$ cat src/rtl/shared_ram_arbiter.sv
// Round-robin arbiter serialising per-core indirect loads/stores onto one single-port data RAM.
// Each access takes IDLE -> ACCESS -> RESP, with a one-cycle ack pulse to the served core in RESP.
module shared_ram_arbiter #(
  parameter int unsigned N_CORES = 8,
  parameter int unsigned ADDR_W  = 8,
  parameter int unsigned DATA_W  = 8
) (
  input  logic                      clk,
  input  logic                      reset,
  input  logic [N_CORES-1:0]        req,
  input  logic [N_CORES-1:0]        we,
  input  logic [N_CORES*ADDR_W-1:0] addr,
  input  logic [N_CORES*DATA_W-1:0] wdata,
  output logic [N_CORES-1:0]        ack,
  output logic [DATA_W-1:0]         rdata,
  output logic [ADDR_W-1:0]         ram_addr,
  output logic                      ram_we,
  output logic [DATA_W-1:0]         ram_wdata,
  input  logic [DATA_W-1:0]         ram_rdata,
  output logic [2:0]                grant_id,
  output logic                      busy
);

  localparam int unsigned PtrW = (N_CORES > 1) ? $clog2(N_CORES) : 1;

  typedef enum logic [1:0] {StIdle, StAccess, StResp} state_e;

  state_e              state_q, state_d;
  logic [PtrW-1:0]     ptr_q, ptr_d;
  logic [PtrW-1:0]     gnt_q, gnt_d;
  logic                load_q, load_d;
  logic [N_CORES-1:0]  ack_q, ack_d;
  logic [DATA_W-1:0]   rdata_q, rdata_d;
  logic [ADDR_W-1:0]   ram_addr_q, ram_addr_d;
  logic                ram_we_q, ram_we_d;
  logic [DATA_W-1:0]   ram_wdata_q, ram_wdata_d;
  logic                busy_q, busy_d;

  logic                win_found;
  logic [PtrW-1:0]     win_idx;
  logic [PtrW-1:0]     scan_idx;

  // Scan from the farthest offset back to ptr so the nearest requester is written last and wins.
  // N_CORES is a power of two, so PtrW-bit addition wraps modulo N_CORES for free.
  always_comb begin
    win_found = 1'b0;
    win_idx   = '0;
    scan_idx  = '0;
    for (int k = int'(N_CORES) - 1; k >= 0; k--) begin
      scan_idx = ptr_q + PtrW'(k);
      if (req[scan_idx]) begin
        win_found = 1'b1;
        win_idx   = scan_idx;
      end
    end
  end

  always_comb begin
    state_d     = state_q;
    ptr_d       = ptr_q;
    gnt_d       = gnt_q;
    load_d      = load_q;
    ack_d       = '0;
    rdata_d     = rdata_q;
    ram_addr_d  = ram_addr_q;
    ram_we_d    = ram_we_q;
    ram_wdata_d = ram_wdata_q;
    busy_d      = busy_q;
    unique case (state_q)
      StIdle: begin
        if (win_found) begin
          ram_addr_d  = addr[32'(win_idx) * ADDR_W +: ADDR_W];
          ram_wdata_d = wdata[32'(win_idx) * DATA_W +: DATA_W];
          ram_we_d    = we[win_idx];
          load_d      = ~we[win_idx];
          gnt_d       = win_idx;
          ptr_d       = win_idx + PtrW'(1);
          busy_d      = 1'b1;
          state_d     = StAccess;
        end
      end
      StAccess: begin
        ram_we_d       = 1'b0;
        ack_d[gnt_q]   = 1'b1;
        state_d        = StResp;
      end
      StResp: begin
        if (load_q) begin
          rdata_d = ram_rdata;
        end
        busy_d  = 1'b0;
        state_d = StIdle;
      end
      default: begin
        state_d = StIdle;
      end
    endcase
  end

  always_ff @(posedge clk) begin
    if (!reset) begin
      state_q     <= StIdle;
      ptr_q       <= '0;
      gnt_q       <= '0;
      load_q      <= 1'b0;
      ack_q       <= '0;
      rdata_q     <= '0;
      ram_addr_q  <= '0;
      ram_we_q    <= 1'b0;
      ram_wdata_q <= '0;
      busy_q      <= 1'b0;
    end else begin
      state_q     <= state_d;
      ptr_q       <= ptr_d;
      gnt_q       <= gnt_d;
      load_q      <= load_d;
      ack_q       <= ack_d;
      rdata_q     <= rdata_d;
      ram_addr_q  <= ram_addr_d;
      ram_we_q    <= ram_we_d;
      ram_wdata_q <= ram_wdata_d;
      busy_q      <= busy_d;
    end
  end

  // The synchronous RAM only presents load data in the RESP cycle itself, so pass it through
  // there; rdata_q keeps it afterwards.
  assign rdata     = ((state_q == StResp) && load_q) ? ram_rdata : rdata_q;
  assign ack       = ack_q;
  assign ram_addr  = ram_addr_q;
  assign ram_we    = ram_we_q;
  assign ram_wdata = ram_wdata_q;
  assign grant_id  = 3'(gnt_q);
  assign busy      = busy_q;

endmodule

$ cat config.mk
export PLATFORM = sky130hd
export DESIGN_NAME = shared_ram_arbiter
export DESIGN_NICKNAME = d
export VERILOG_FILES = /design/src/rtl/shared_ram_arbiter.sv
export SDC_FILE = /design/constraint.sdc
export NUM_CORES = 1
export LEC_CHECK = 0
export CORE_MARGIN = 10
export CORE_UTILIZATION = 44
export DETAILED_ROUTE_END_ITERATION = 12
export GPL_TIMING_DRIVEN = 1
export PLACE_DENSITY = 0.9
export SYNTH_ARGS = -nofsm -noshare
export SYNTH_HDL_FRONTEND = slang
export SYNTH_SLANG_ARGS = --single-unit
$ cat constraint.sdc
create_clock -name clk -period 8.2 [get_ports clk]
set_input_delay 2.05 -clock clk [delete_from_list [all_inputs] [get_ports clk]]
set_output_delay 2.05 -clock clk [all_outputs]
set_load 0.02 [all_outputs]
# Word-level counts from Yosys, hierarchy flattened
# Index checks and enable logic that the tools add are counted.
# op_classes
add_sub_neg,8
order_cmp,11
eq_ne,3
n_shift,2
n_mux,43
n_bitwise,1
reduce_logical,10
# ops
operator,n
$shiftx A64 B7 Y8,2
$lt A3 B4 Y1 const B,10
$bmux W1 S3,9
$mux W3,8
$mux W1,20
$add A3 B3 Y3 const B,4
$reduce_and A2 Y1,5
$mux W8,1
$add A3 B1 Y3 const B,2
$add A3 B2 Y3 const B,2
$pmux W1 S2,2
$pmux W2 S2,1
$reduce_bool A2 Y1,2
$demux W1 S3,1
$ge A3 B1 Y1 const B,1
$eq A2 B1 Y1 const B,1
$eq A2 B2 Y1 const B,1
$logic_and A1 B1 Y1,2
$logic_not A2 Y1,1
$mux W2,1
$ne A2 B2 Y1 const B,1
$not A1 Y1,1
# word_totals
reg_bits,43
input_bits,154
out_inout_bits,37
word_cells,88

# Logic depth before layout (Yosys ltp)
# Gate-level depths: netlist (run 1).
# depth
word_depth,15
ltp_mapped,17

# Worst setup path before layout (run 1)
# OpenSTA, ideal clock, no wires.
# synth_path
path_kind,input port to flip-flop
start,input port req[4]
end,register load_q
setup_ns,0.079
t_arrival_ns,4.465
path_slack_ns,3.656
stages,9
cell_sequence,mux4_2 -> o221a_2 -> or3_1 -> a32o_1 -> a21oi_2 -> buf_4 -> mux2_2 -> or3b_1 -> o211ai_1
# synth_via
elab_chain_len,13
word_cells_on_any_way,36
classes_between,mux: 34; bitwise: 1; reduce/logical: 1
# synth_rtl
item,line,text
from (decl),10,"input logic [N_CORES-1:0] req,"
$bmux W1 S3,51,if (req[scan_idx]) begin
$mux W1 (implied by the code),51,
$mux W3 (7 in a row),51,
$mux W3 (*),51,
via win_idx[1],40,logic [PtrW-1:0] win_idx;
$bmux W1 S3 (*),75,load_d = ~we[win_idx];
$mux W1 (implied by the code) (*),75,
$not A1 Y1 (*),75,
to (signal assigned),116,load_q <= load_d;
to (decl),31,"logic load_q, load_d;"
# The timed path passes the listed nets; every way through them passes the cells marked *. The select of a mux whose other input is x is not followed.
# A chain may end at the register's enable or synchronous reset.

# Final worst setup path (run 1)
# layout_path
start,input port req[6]
end,"register ram_wdata_q[5], in the netlist ram_wdata[5]"
# layout_via
elab_chain_len,11
word_cells_on_any_way,34
classes_between,shift: 1; mux: 32; reduce/logical: 1
# layout_rtl
item,line,text
$bmux W1 S3,51,
$mux W1 (implied by the code),51,
$mux W3 or $mux W1 (tied branches) (8 in a row),51,
$shiftx A64 B7 Y8 or $reduce_and A2 Y1 (tied branches),-,
to (signal assigned),121,ram_wdata_q <= ram_wdata_d;
to (decl),36,"logic [DATA_W-1:0] ram_wdata_q, ram_wdata_d;"
# Several ways; a longest one is shown, not always the timed one. The select of a mux whose other input is x is not followed.

==> results.txt, run 1 <==
status -> complete, no violations
H-tree depth -> 2
CTS resizes -> 0
Tot Pwr -> 1730 uW
number of inserted diodes -> 0
Seq/Total Area, Yosys -> 0.237
initial antenna violation count -> 0
min-delay worst type -> flop to flop
Synth Flop Type -> dfxtp_1
vias post-DR -> 3664
most common cell after layout, fill and taps aside -> clkdlybuf4s50_1
Hold Startpoint -> busy
most frequent cells in the layout -> clkdlybuf4s50_1, mux2i_1, dfxtp_1
Die Height -> 111 microns
Initial Utilization -> 0.446
syn nets -> 531
CTS tree -> yes
flops & latches, synth -> 43
clock sinks -> 43
Worst Hold Path EP -> busy
Slew @ Worst Pin -> 1130 ps
Place WS -> 2410 ps
clk_lat worst skew -> 300 ps
routed vias/inst -> 5.62
post-CTS setup repair buffer count -> 0
Max Buffers Root-to-Sink -> 2
Final Instance Area -> 5590 sq um
port bufs -> 190
synth-to-layout area growth -> 54.1%
Final min period -> 5470 ps
Die Wd -> 111 microns
vias in the first global route -> 3961
layout cell share with drive strength beyond 1 -> 0.0878
Ports -> 191
cells after synthesis -> 374
worst r2r dst -> ram_wdata[5]
Filler Cell Count -> 634
final cycle utilization of the critical path -> 0.668
Max IR drop VDD -> 0.000169 V
clk root buf -> clkbuf_8
Synthesis Warnings -> 0
Final GP Congestion -> 0.865
fin nets -> 703
MaxCap Viol Count -> 0
die area -> 12300 sq um
Reg clk slew, reported paths -> 90 ps
Slew HR -> 0.248
Slew Viols, Final -> 0
CP Max Fanout -> 14
Setup crit start kind -> input port
global route total overflow -> 0
pwr/cell area -> 310 nW/um^2
final worst slack -> 2730 ps
Worst Setup Path Type -> input port to flop
GRT Resource Usage Total -> 0.200
R2R cell count -> 11
Reg2Reg Setup Slack -> 3240 ps
worst reg2reg startpoint -> ptr_q[0]
Leakage -> 0.00227 uW
Yosys cell types -> 53
Routed WL -> 12900 microns
# rows -> 33
WP data required -> 8410 ps
Routed Antenna Nets -> 0
Final Skew -> 6.19 ps
hold buffers post-CTS -> 0
DRC violation count after routing -> 0
Initial DRC Count -> 122
Hold Path Depth -> 2
Core Region -> 8130 sq um
largest net degree at the start of global routing -> 69
drt wl/cell -> 19.8 microns
EDFF count, synth -> 0
CTS buffer count -> 5
synthesized area per cell -> 9.70 sq um
setup TNS -> 0 ps
drt first pass iters -> 4
placed instance area -> 5500 sq um
dpl hpwl -> 10400 microns
Mapped Area -> 3630 sq um
RSZ-0062 raised after global routing -> false
final hold slack -> 484 ps
Worst Path Arrival -> 5680 ps
CP Capture Type -> flop
final hold violation count -> 0
Setup Viol. Count Final -> 0
first-pass GRT wire length -> 20700 microns
Max Clk Rate -> 0.183 GHz
FFs w/ async S/R, synth -> 0
[Yosys cell counts, types with 6 or more instances]
library cell	instances	area, sq um
a21oi_1	7	35.0
and2_1	11	68.8
nand3_1	13	65.1
nor2_1	20	75.1
dfxtp_1	43	861
mux2i_1	83	831
buf_6	7	78.8
inv_1	6	22.5
nor2b_1	15	93.8
buf_4	7	52.6
mux2_2	15	169
a211oi_1	16	120
mux4_2	11	248
clkbuf_1	9	33.8
nand2_1	16	60.1
o221ai_1	17	149
mux2_1	11	124
[cell type report]
type                       count  area [sq um]  area share
clock inverter                 3          23.8     0.00425
timing repair buffer         193          1920       0.344
inverter                       7          26.3     0.00470
sequential                    43           861       0.154
multi-input combinational    296          2550       0.457
clock buffer                   5          68.8      0.0123
tap                          105           131      0.0235
[sequential cells by signal, indices dropped and copies added (netlist names)]
name,count
ack,8
ptr_q,3
ram_we,1
load_q,1
ram_addr,8
state_q,2
grant_id,3
busy,1
rdata_q,8
ram_wdata,8
[logic make-up (layout without fill, tap and decap cells)]
group / count (synthesis) / count (layout) / synth area share
flip-flops: 43 / 43 / 0.237
buffers and inverters: 35 / 208 / 0.0597
AO/OA/AOI/OAI: 74 / 74 / 0.165
AND/OR/NAND/NOR: 94 / 94 / 0.135
multiplexers: 120 / 120 / 0.378
XOR/XNOR: 5 / 5 / 0.0141
adder cells (fa/ha/maj): 3 / 3 / 0.0103
[critical path, cell delays in order]
cell and delay, ps:
clkdlybuf4s50_1 560, mux4_2 530, o221a_2 290, or3_1 360
a32o_1 280, a21oi_2 540, or3b_1 570, o221ai_1 220
a211oi_1 260
[per-layer routing]
layer / up-vias / routed length, microns / track usage / part of all wire
met5: - / 0 / 0 / 0
met4: 0 / 236 / 0.0547 / 0.018
met3: 18 / 1300 / 0.0850 / 0.10
met2: 160 / 6810 / 0.371 / 0.53
met1: 1712 / 4600 / 0.198 / 0.36
li1: 1774 / - / - / -
[where the power goes]
group / total [uW] / internal, uW / switching [uW]
Sequential: 327 / 262 / 65.2
Combinational: 1260 / 602 / 659
Clock: 142 / 61.0 / 81.2
[worst max-delay path by stage]
| stage | start | endpoint | slack (ps) | depth (start not counted) |
|---|---|---|---|---|
| 6_report | req[6] | ram_wdata[5] | 2730 | 9 |
| 2_1_floorplan | req[4] | load_q | 3660 | 9 |
| 3_3_place_gp | req[4] | ram_addr[6] | 2590 | 9 |
| 3_5_place_dp | req[4] | ram_wdata[5] | 2410 | 9 |
| 4_1_cts | req[6] | ram_wdata[5] | 2730 | 9 |
| 5_1_grt | req[6] | ram_addr[4] | 2540 | 9 |
[stage by stage]
stage                     utilization  std cells
final                           0.687        652
after CTS                       0.687        652
after detailed placement        0.676        644
after global placement          0.676        644
after floorplan                     -        374
after global routing            0.687        652
Note: power is estimated with default switching activity, not from simulation.
==> run 2, diff against run 1 <==
--- a/config.mk
+++ b/config.mk
@@ -6,10 +6,10 @@
 export NUM_CORES = 1
 export LEC_CHECK = 0
 export CORE_MARGIN = 10
-export CORE_UTILIZATION = 44
+export CORE_UTILIZATION = 40
 export DETAILED_ROUTE_END_ITERATION = 12
 export GPL_TIMING_DRIVEN = 1
-export PLACE_DENSITY = 0.9
+export PLACE_DENSITY = 0.83
 export SYNTH_ARGS = -nofsm -noshare
 export SYNTH_HDL_FRONTEND = slang
 export SYNTH_SLANG_ARGS = --single-unit
==> constraint.sdc (replaced) <==
create_clock -name clk -period 5.3 [get_ports clk]
set_input_delay 1.325 -clock clk [delete_from_list [all_inputs] [get_ports clk]]
set_output_delay 1.325 -clock clk [all_outputs]
set_load 0.02 [all_outputs]
==> run 2 against run 1 <==
Clock power is 42% higher. Largest power group unchanged. Via count shrank 0.66%. Global-route usage down 2.0 points. Routed wire length down 2.2%. Final area is 1.1% higher.
==> results.txt, run 2 (synthesis gave the netlist of run 1 again) <==
final hold violation count -> 0 (unchanged)
dpl hpwl -> 10600 microns (+1.5%)
largest net degree at the start of global routing -> 69 (unchanged)
Ports -> 191 (unchanged)
Die Height -> 115 microns (+4.0%)
port bufs -> 190 (unchanged)
Routed WL -> 12700 microns (-2.2%)
Setup crit start kind -> input port
Max IR drop VDD -> 0.000251 V (+48%)
global route total overflow -> 0 (unchanged)
WP data required -> 5510 ps (-2900 ps)
Final GP Congestion -> 0.882 (+2.0%)
initial antenna violation count -> 0 (unchanged)
Sw Pwr -> 1230 uW (+52%)
fin nets -> 710 (+1.0%)
final worst slack -> 793 ps (-1930 ps)
clk_lat worst skew -> 300 ps (about the same)
first-pass GRT wire length -> 19500 microns (-5.8%)
# rows -> 34 (+3.0%)
dpl cells -> 654 (+1.6%)
Final min period -> 4510 ps
Place WS -> 519 ps (-1890 ps)
Core Region -> 8760 sq um (+7.7%)
DRC violation count after routing -> 0 (unchanged)
Non-Filler Instances -> 662 (+1.5%)
CP Max Fanout -> 14 (unchanged)
Flop pwr share -> 0.171 (-0.018)
Pint -> 1480 uW (+60%)
cell at the slowest stage of the critical path -> clkdlybuf4s50_1
CP Capture Type -> flop
MaxCap Viol Count -> 0 (unchanged)
switch share -> 0.454 (-0.0113)
die area -> 13300 sq um (+8.2%)
Final Skew -> 11.2 ps (+5.00 ps)
GRT Resource Usage Total -> 0.180 (-0.0198)
most frequent cells in the layout -> clkdlybuf4s50_1, mux2i_1, dfxtp_1
Max Buffers Root-to-Sink -> 2 (unchanged)
Filler Cell Count -> 743 (+17%)
Slew Viols, Final -> 0 (unchanged)
Routed Antenna Nets -> 0 (unchanged)
hold buffers post-CTS -> 0 (unchanged)
Initial Utilization -> 0.414 (-0.0320)
Setup Viol. Count Final -> 0 (unchanged)
Slew HR -> 0.514 (+0.265)
setup TNS -> 0 ps (unchanged)
combinational power share -> 0.754 (+0.025)
number of inserted diodes -> 0 (unchanged)
Reg clk slew, reported paths -> 80 ps (about the same)
clock sinks -> 43 (unchanged)
CTS tree -> yes
RSZ-0062 raised after global routing -> false
Final Instance Area -> 5650 sq um (+1.1%)
H-tree depth -> 2 (unchanged)
placed instance area -> 5560 sq um (+1.3%)
most common cell after layout, fill and taps aside -> clkdlybuf4s50_1
drt wl/cell -> 19.1 microns (-3.7%)
Slew @ Worst Pin -> 729 ps (-397 ps)
routed vias/inst -> 5.50 (-2.2%)
vias post-DR -> 3640 (-0.66%)
Worst Path Arrival -> 4720 ps (-960 ps)
final cycle utilization of the critical path -> 0.850
clk root buf -> clkbuf_8
Initial DRC Count -> 181 (+48%)
final core utilization -> 0.645 (-0.0423)
Max Clk Rate -> 0.222 GHz
Die Wd -> 115 microns (+4.0%)
CTS resizes -> 0 (unchanged)
Clock power frac -> 0.075 (-0.007)
layout cell share with drive strength beyond 1 -> 0.0975 (+0.00972)
min-delay worst type -> flop to flop
Leakage -> 0.00231 uW (+1.8%)
post-CTS setup repair buffer count -> 0 (unchanged)
worst path cell trace -> clkdlybuf4s50_1, mux4_2, o221a_2, or3_1, a32o_1, a21oi_2, or3b_1, o221ai_1, a211oi_1
Worst Setup Path Type -> input port to flop
status -> complete, no violations
drt first pass iters -> 4 (unchanged)
synth-to-layout area growth -> 55.7%
pwr/cell area -> 479 nW/um^2 (+55%)
vias in the first global route -> 3838 (-3.1%)
CP max stage delay -> 550 ps (-20 ps)
CTS buffer count -> 5 (unchanged)
==> run 2: layer usage <==
metal / GRT usage / wire length (microns) / vias up
met5: 0 / 0 / -
met4: 0.0380 / 165 / 0
met3: 0.0719 / 1210 / 13
met2: 0.330 / 6760 / 153
met1: 0.190 / 4520 / 1700
li1: - / - / 1774
==> run 2: path summary, 6_finish.rpt <==
check	end	cells after the start	slack (ps)	startpoint
setup / recovery	ram_addr[6]	9	790	req[4]
hold reg to reg	busy	2	480	busy
setup reg to reg	ram_addr[6]	12	1220	ptr_q[1]
hold / removal	busy	2	480	busy
==> run 2: per-stage QoR <==
stage / hold WS [ps] / total power [uW]
finish: 482 / 2700
detailed placement: 472 / 2520
CTS: 483 / 2720
global placement: 467 / 2480
floorplan: 458 / 2010
global route: 540 / 2900
==> run 2: critical path: cells and delay by family <==
kind,cells,cell delay (ps)
AOI/OAI and AO/OA,5,1440
buffers and inverters,1,550
and+or+nand+nor,2,880
muxes,1,520
==> run 2: cell type report <==
type,count,area (sq um),area share
Clock buffer,6,72.6,0.0128
Clock inverter,2,12.5,0.00221
Inverter,7,26.3,0.00465
Multi-Input combinational cell,296,2550,0.452
Sequential cell,43,861,0.152
Tap cell,108,135,0.0239
Timing Repair Buffer,200,1990,0.352
==> run 2: power groups by stage <==
stage	clock network, uW	logic, uW	registers, uW
finish	202	2040	463
global route	220	2210	476
floorplan	0	1470	534
detailed placement	0	2050	471
global placement	0	2010	468
CTS	208	2050	463
